[config.mk]
export PLATFORM = sky130hd
export DESIGN_NAME = dmux_stream
export DESIGN_NICKNAME = d
export VERILOG_FILES = /design/src/rtl/dmux_stream.sv
export SDC_FILE = /design/constraint.sdc
export NUM_CORES = 1
export LEC_CHECK = 0
export BUFFER_PORTS_ARGS = -buffer_cell sky130_fd_sc_hd__buf_2
export CAP_MARGIN = 20
export CORE_AREA = 2 2 51 53
export CTS_CLUSTER_DIAMETER = 150
export DETAILED_ROUTE_END_ITERATION = 7
export DIE_AREA = 0 0 53 55
export MAX_ROUTING_LAYER = met4
export PLACE_DENSITY = 0.79
export SETUP_SLACK_MARGIN = 0.2
export SYNTH_ARGS = -nofsm -noshare
export SYNTH_HDL_FRONTEND = slang
export SYNTH_SLANG_ARGS = --single-unit
export TNS_END_PERCENT = 5
[constraint.sdc]
create_clock -name clk -period 4.6 [get_ports clk]
set_input_delay 0.23 -clock clk [delete_from_list [all_inputs] [get_ports clk]]
set_output_delay 0.23 -clock clk [all_outputs]
set_load 0.05 [all_outputs]
[src/rtl/dmux_stream.sv]
// dmux_stream: registered valid/ready stream demultiplexer.
// Each accepted WIDTH-bit word goes to one of CH channels chosen by in_sel.
// A single holding register provides the output buffer stage. The held
// channel's ready is passed straight through to in_ready, so a sink that is
// always ready receives one word per cycle.
// Words with in_sel >= CH are accepted, discarded and flagged in sel_err.
// Optional build macro: DMUX_STREAM_CNT_EN adds drop_cnt[7:0], a saturating
// count of words dropped for an illegal select.

module dmux_stream #(
   parameter int unsigned WIDTH = 16,
   parameter int unsigned CH    = 8,
   // Derived from CH; do not override.
   parameter int unsigned SEL_W = $clog2(CH)
) (
   input  logic             clk,
   input  logic             rst_n,
   input  logic             in_valid,
   output logic             in_ready,
   input  logic [WIDTH-1:0] in_data,
   input  logic [SEL_W-1:0] in_sel,
   output logic [CH-1:0]    out_valid,
   input  logic [CH-1:0]    out_ready,
   output logic [WIDTH-1:0] out_data,
   output logic             sel_err,
`ifdef DMUX_STREAM_CNT_EN
   output logic [7:0]       drop_cnt,
`endif
   input  logic             err_clr
);

   // One extra bit so that CH itself is representable, even when CH is a
   // power of two.
   localparam logic [SEL_W:0] ChLimit = (SEL_W + 1)'(CH);

   typedef enum logic {
      StEmpty,
      StFull
   } state_t;

   state_t           r_state;
   logic [WIDTH-1:0] r_data;
   // One-hot copy of the held select; doubles as the registered out_valid.
   logic [CH-1:0]    r_out_valid;
   logic             r_sel_err;

   logic             w_sel_legal;
   logic [CH-1:0]    w_dec;
   logic             w_out_xfer;
   logic             w_in_xfer;
   logic             w_load;
   logic             w_drop;

   // Select decode and handshake qualification
   always_comb begin
      w_sel_legal = ({1'b0, in_sel} < ChLimit);
      // An illegal select shifts the bit out; the result is then unused.
      w_dec       = CH'(1) << in_sel;
      // r_out_valid is zero while empty, so this is the held channel's ready.
      w_out_xfer  = |(r_out_valid & out_ready);
      in_ready    = (r_state == StEmpty) || w_out_xfer;
      w_in_xfer   = in_valid && in_ready;
      w_load      = w_in_xfer && w_sel_legal;
      w_drop      = w_in_xfer && !w_sel_legal;
   end

   // Holding-register FSM: EMPTY/FULL with registered data and one-hot valid
   always_ff @(posedge clk or negedge rst_n) begin
      if (!rst_n) begin
         r_state     <= StEmpty;
         r_data      <= '0;
         r_out_valid <= '0;
      end else begin
         unique case (r_state)
            StEmpty: begin
               if (w_load) begin
                  r_state     <= StFull;
                  r_data      <= in_data;
                  r_out_valid <= w_dec;
               end
            end
            StFull: begin
               if (w_out_xfer) begin
                  if (w_load) begin
                     // Simultaneous drain and refill: no bubble.
                     r_data      <= in_data;
                     r_out_valid <= w_dec;
                  end else begin
                     // Includes the case of an illegal word arriving while
                     // draining: it is dropped and the register empties.
                     r_state     <= StEmpty;
                     r_out_valid <= '0;
                  end
               end
            end
            default: begin
               r_state     <= StEmpty;
               r_out_valid <= '0;
            end
         endcase
      end
   end

   // Sticky illegal-select flag; a new drop wins over a simultaneous clear
   always_ff @(posedge clk or negedge rst_n) begin
      if (!rst_n) begin
         r_sel_err <= 1'b0;
      end else if (w_drop) begin
         r_sel_err <= 1'b1;
      end else if (err_clr) begin
         r_sel_err <= 1'b0;
      end
   end

`ifdef DMUX_STREAM_CNT_EN
   logic [7:0] r_drop_cnt;

   // Saturating drop counter; a clear together with a drop restarts at 1
   always_ff @(posedge clk or negedge rst_n) begin
      if (!rst_n) begin
         r_drop_cnt <= '0;
      end else if (w_drop) begin
         if (err_clr) begin
            r_drop_cnt <= 8'd1;
         end else if (r_drop_cnt != 8'hFF) begin
            r_drop_cnt <= r_drop_cnt + 8'd1;
         end
      end else if (err_clr) begin
         r_drop_cnt <= '0;
      end
   end

   assign drop_cnt = r_drop_cnt;
`endif

   assign out_valid = r_out_valid;
   assign out_data  = r_data;
   assign sel_err   = r_sel_err;

endmodule

==> run metrics <==
Root Driver=clkbuf_4; Setup Total Neg Slack=0 ns; clk slew on worst S/H paths=0.14 ns; cells after synthesis=74; worst setup margin=2.54 ns; number of setup buffers added after CTS=0; CP peak stage delay=0.74 ns; CTS tree=built; Yosys reg bits=25; Hold Violations, Final=0; Yosys Warn Count=0; gpl congestion=0.746; Worst Path Arrival=2.27 ns; Die Wd=53 µm; number of global-route vias before repair=690; # nets final=161; DRT Pass-1 Iters=4; crit path cell chain=a22oi_1 > nand4_1 > o21ai_2 > mux2_2; num ports=57; Req. time, crit path=4.81 ns; area delta synth->final=31.9%; CP startpoint kind=flop; clk sinks=25; pin count of the biggest net entering global routing=26; Worst-Skew Late Latency=0.31 ns; synthesized area per cell=13.8 µm²; sequential element share of the synthesized area=61.4%; core area=2360 µm²; clk_skew=0.00291 ns; grt total ovfl=0; via count=796; achievable frequency=0.486 GHz; DRC viols=0; post-route ant nets=0; synthesized net count=105; layout cells sized above 1=57.4%; crit path capture type=flop; Buf/Inv on CP=0; share of synthesized registers carrying an async set or reset=100%; Non-Filler Instances=159; WL/cell=12.8 µm; crit path time final=2.06 ns; max-slew violations=0; n_diodes=0; H-Tree Depth=1; DR iter-0 viols=8; Vias/cell=5.01; status=completed; PortBufs=54; Die Y=55 µm; Finish-stage setup viols=0; RSZ-0062 raised after global routing=no; Filler Cells Inserted=207; Longest Clk Path Bufs=2; die area=2920 µm²; Std-Cell Rows=18; headroom to the max-slew limit=38.5%; worst hold path class=in2reg; Setup WS pre-CTS=2.49 ns; CP delay by family, top=compound AO/OA/AOI/OAI gates; Inst Count DP=154; first-pass GRT wire length=3050 µm; Yosys cell types=20; Worst-Margin Slew=0.922 ns; antenna violations before repair=0; max_cap viols=0; Worst Path Max Fanout=20; synthesized area=1020 µm²; Synth Flop Type=dfrtp_1; CP max stage cell=o21ai_2; number of synthesized flops with an enable pin=0; Starting Density=43.1%; Layout Utilization=56.8%; cts repair resizes=0; period utilization=44.7%; critical path class=reg2reg; final WL=2040 µm; CTS Buf Count=3; GRT Util Overall=15.3%
[state kept, by name, indices dropped and copies added (netlist names)]
name / cells
r_state: 1
out_data: 16
out_valid: 8
[cell usage in the layout (no fill, tap or decap), drive strengths merged]
master | netlist | final
and3 | 1 | 1
nand2b | 1 | 1
mux2 | 16 | 16
nand3 | 1 | 1
dfrtp | 25 | 25
nor2b | 3 | 3
a22oi | 3 | 3
a32o | 3 | 3
nand4 | 1 | 1
nor2 | 1 | 1
buf | 3 | 54
or2 | 1 | 1
clkbuf | 1 | 3
a22o | 1 | 1
o2bb2ai | 4 | 4
dlygate4sd3 | 0 | 1
conb | 1 | 1
nand2 | 6 | 6
o22ai | 1 | 1
clkinvlp | 0 | 1
o21ai | 1 | 1
[routing by layer]
layer	global-route usage (%)	up-vias	routed length, µm
met5	-	-	0
met4	7.69	0	39
met2	22.9	34	956
met1	20.2	378	906
li1	-	380	-
met3	2.42	4	134
[per-stage QoR]
step | hold WS, ns | cell area, µm²
4_1_cts | 0.124 | 1340
3_3_place_gp | 0.236 | 1300
6_report | 0.124 | 1340
2_1_floorplan | -0.0656 | 1020
5_1_grt | 0.101 | 1340
3_5_place_dp | 0.240 | 1300
[cells by family after synthesis]
kind of cell           after synthesis  share of synthesized area [%]
DFF                                 25                           61.4
AOI/OAI and AO/OA                   13                           10.6
muxes                               16                           17.7
other                                1                          0.368
buffers and inverters                4                           2.58
and+or+nand+nor                     15                           7.37
[cells in the mapped netlist (3+ instances only)]
master / instances / area share, %
o2bb2ai_1: 4 / 3.4
a32o_1: 3 / 2.9
buf_4: 3 / 2.2
mux2_2: 15 / 17
nand2_1: 6 / 2.2
dfrtp_1: 25 / 61
nor2b_1: 3 / 1.8
a22oi_1: 3 / 2.2
[final cells by class]
type,instances,area [µm²],share of cell area [%]
clock buffers,3,22.5,1.68
clock inverters,1,7.51,0.559
multi-input cells,45,370,27.6
flip-flops and latches,25,626,46.6
well taps,30,37.5,2.79
repair buffers,55,280,20.9
[final timing paths]
check	startpoint	endpoint	slack [ns]	depth (start not counted)
hold / removal	in_data[2]	out_data[2]$_DFFE_PN0P_	0.12	2
setup / recovery	out_valid[0]$_DFFE_PN0P_	out_data[10]$_DFFE_PN0P_	2.54	4
min in group asynchronous	rst_n	out_data[8]$_DFFE_PN0P_	0.41	2
setup reg to reg	out_valid[0]$_DFFE_PN0P_	out_data[10]$_DFFE_PN0P_	2.54	4
max in group asynchronous	rst_n	r_state$_DFF_PN0_	3.83	2
hold reg to reg	out_data[2]$_DFFE_PN0P_	out_data[2]$_DFFE_PN0P_	0.51	1
[timing repair]
| action | 4_1_cts | 5_1_grt |
|---|---|---|
| hold buffers | 1 | 0 |
| setup endpoints to repair | 0 | 0 |
| hold endpoints to repair | 25 | 0 |
[worst register-to-register path, cell delays in order (launching register included)]
cell	delay, ns
dfrtp_1	0.42
a22oi_1	0.21
nand4_1	0.17
o21ai_2	0.74
mux2_2	0.42
Power is not shown: default switching activity piles up to over one toggle a cycle in this logic, so the estimate is an artifact.
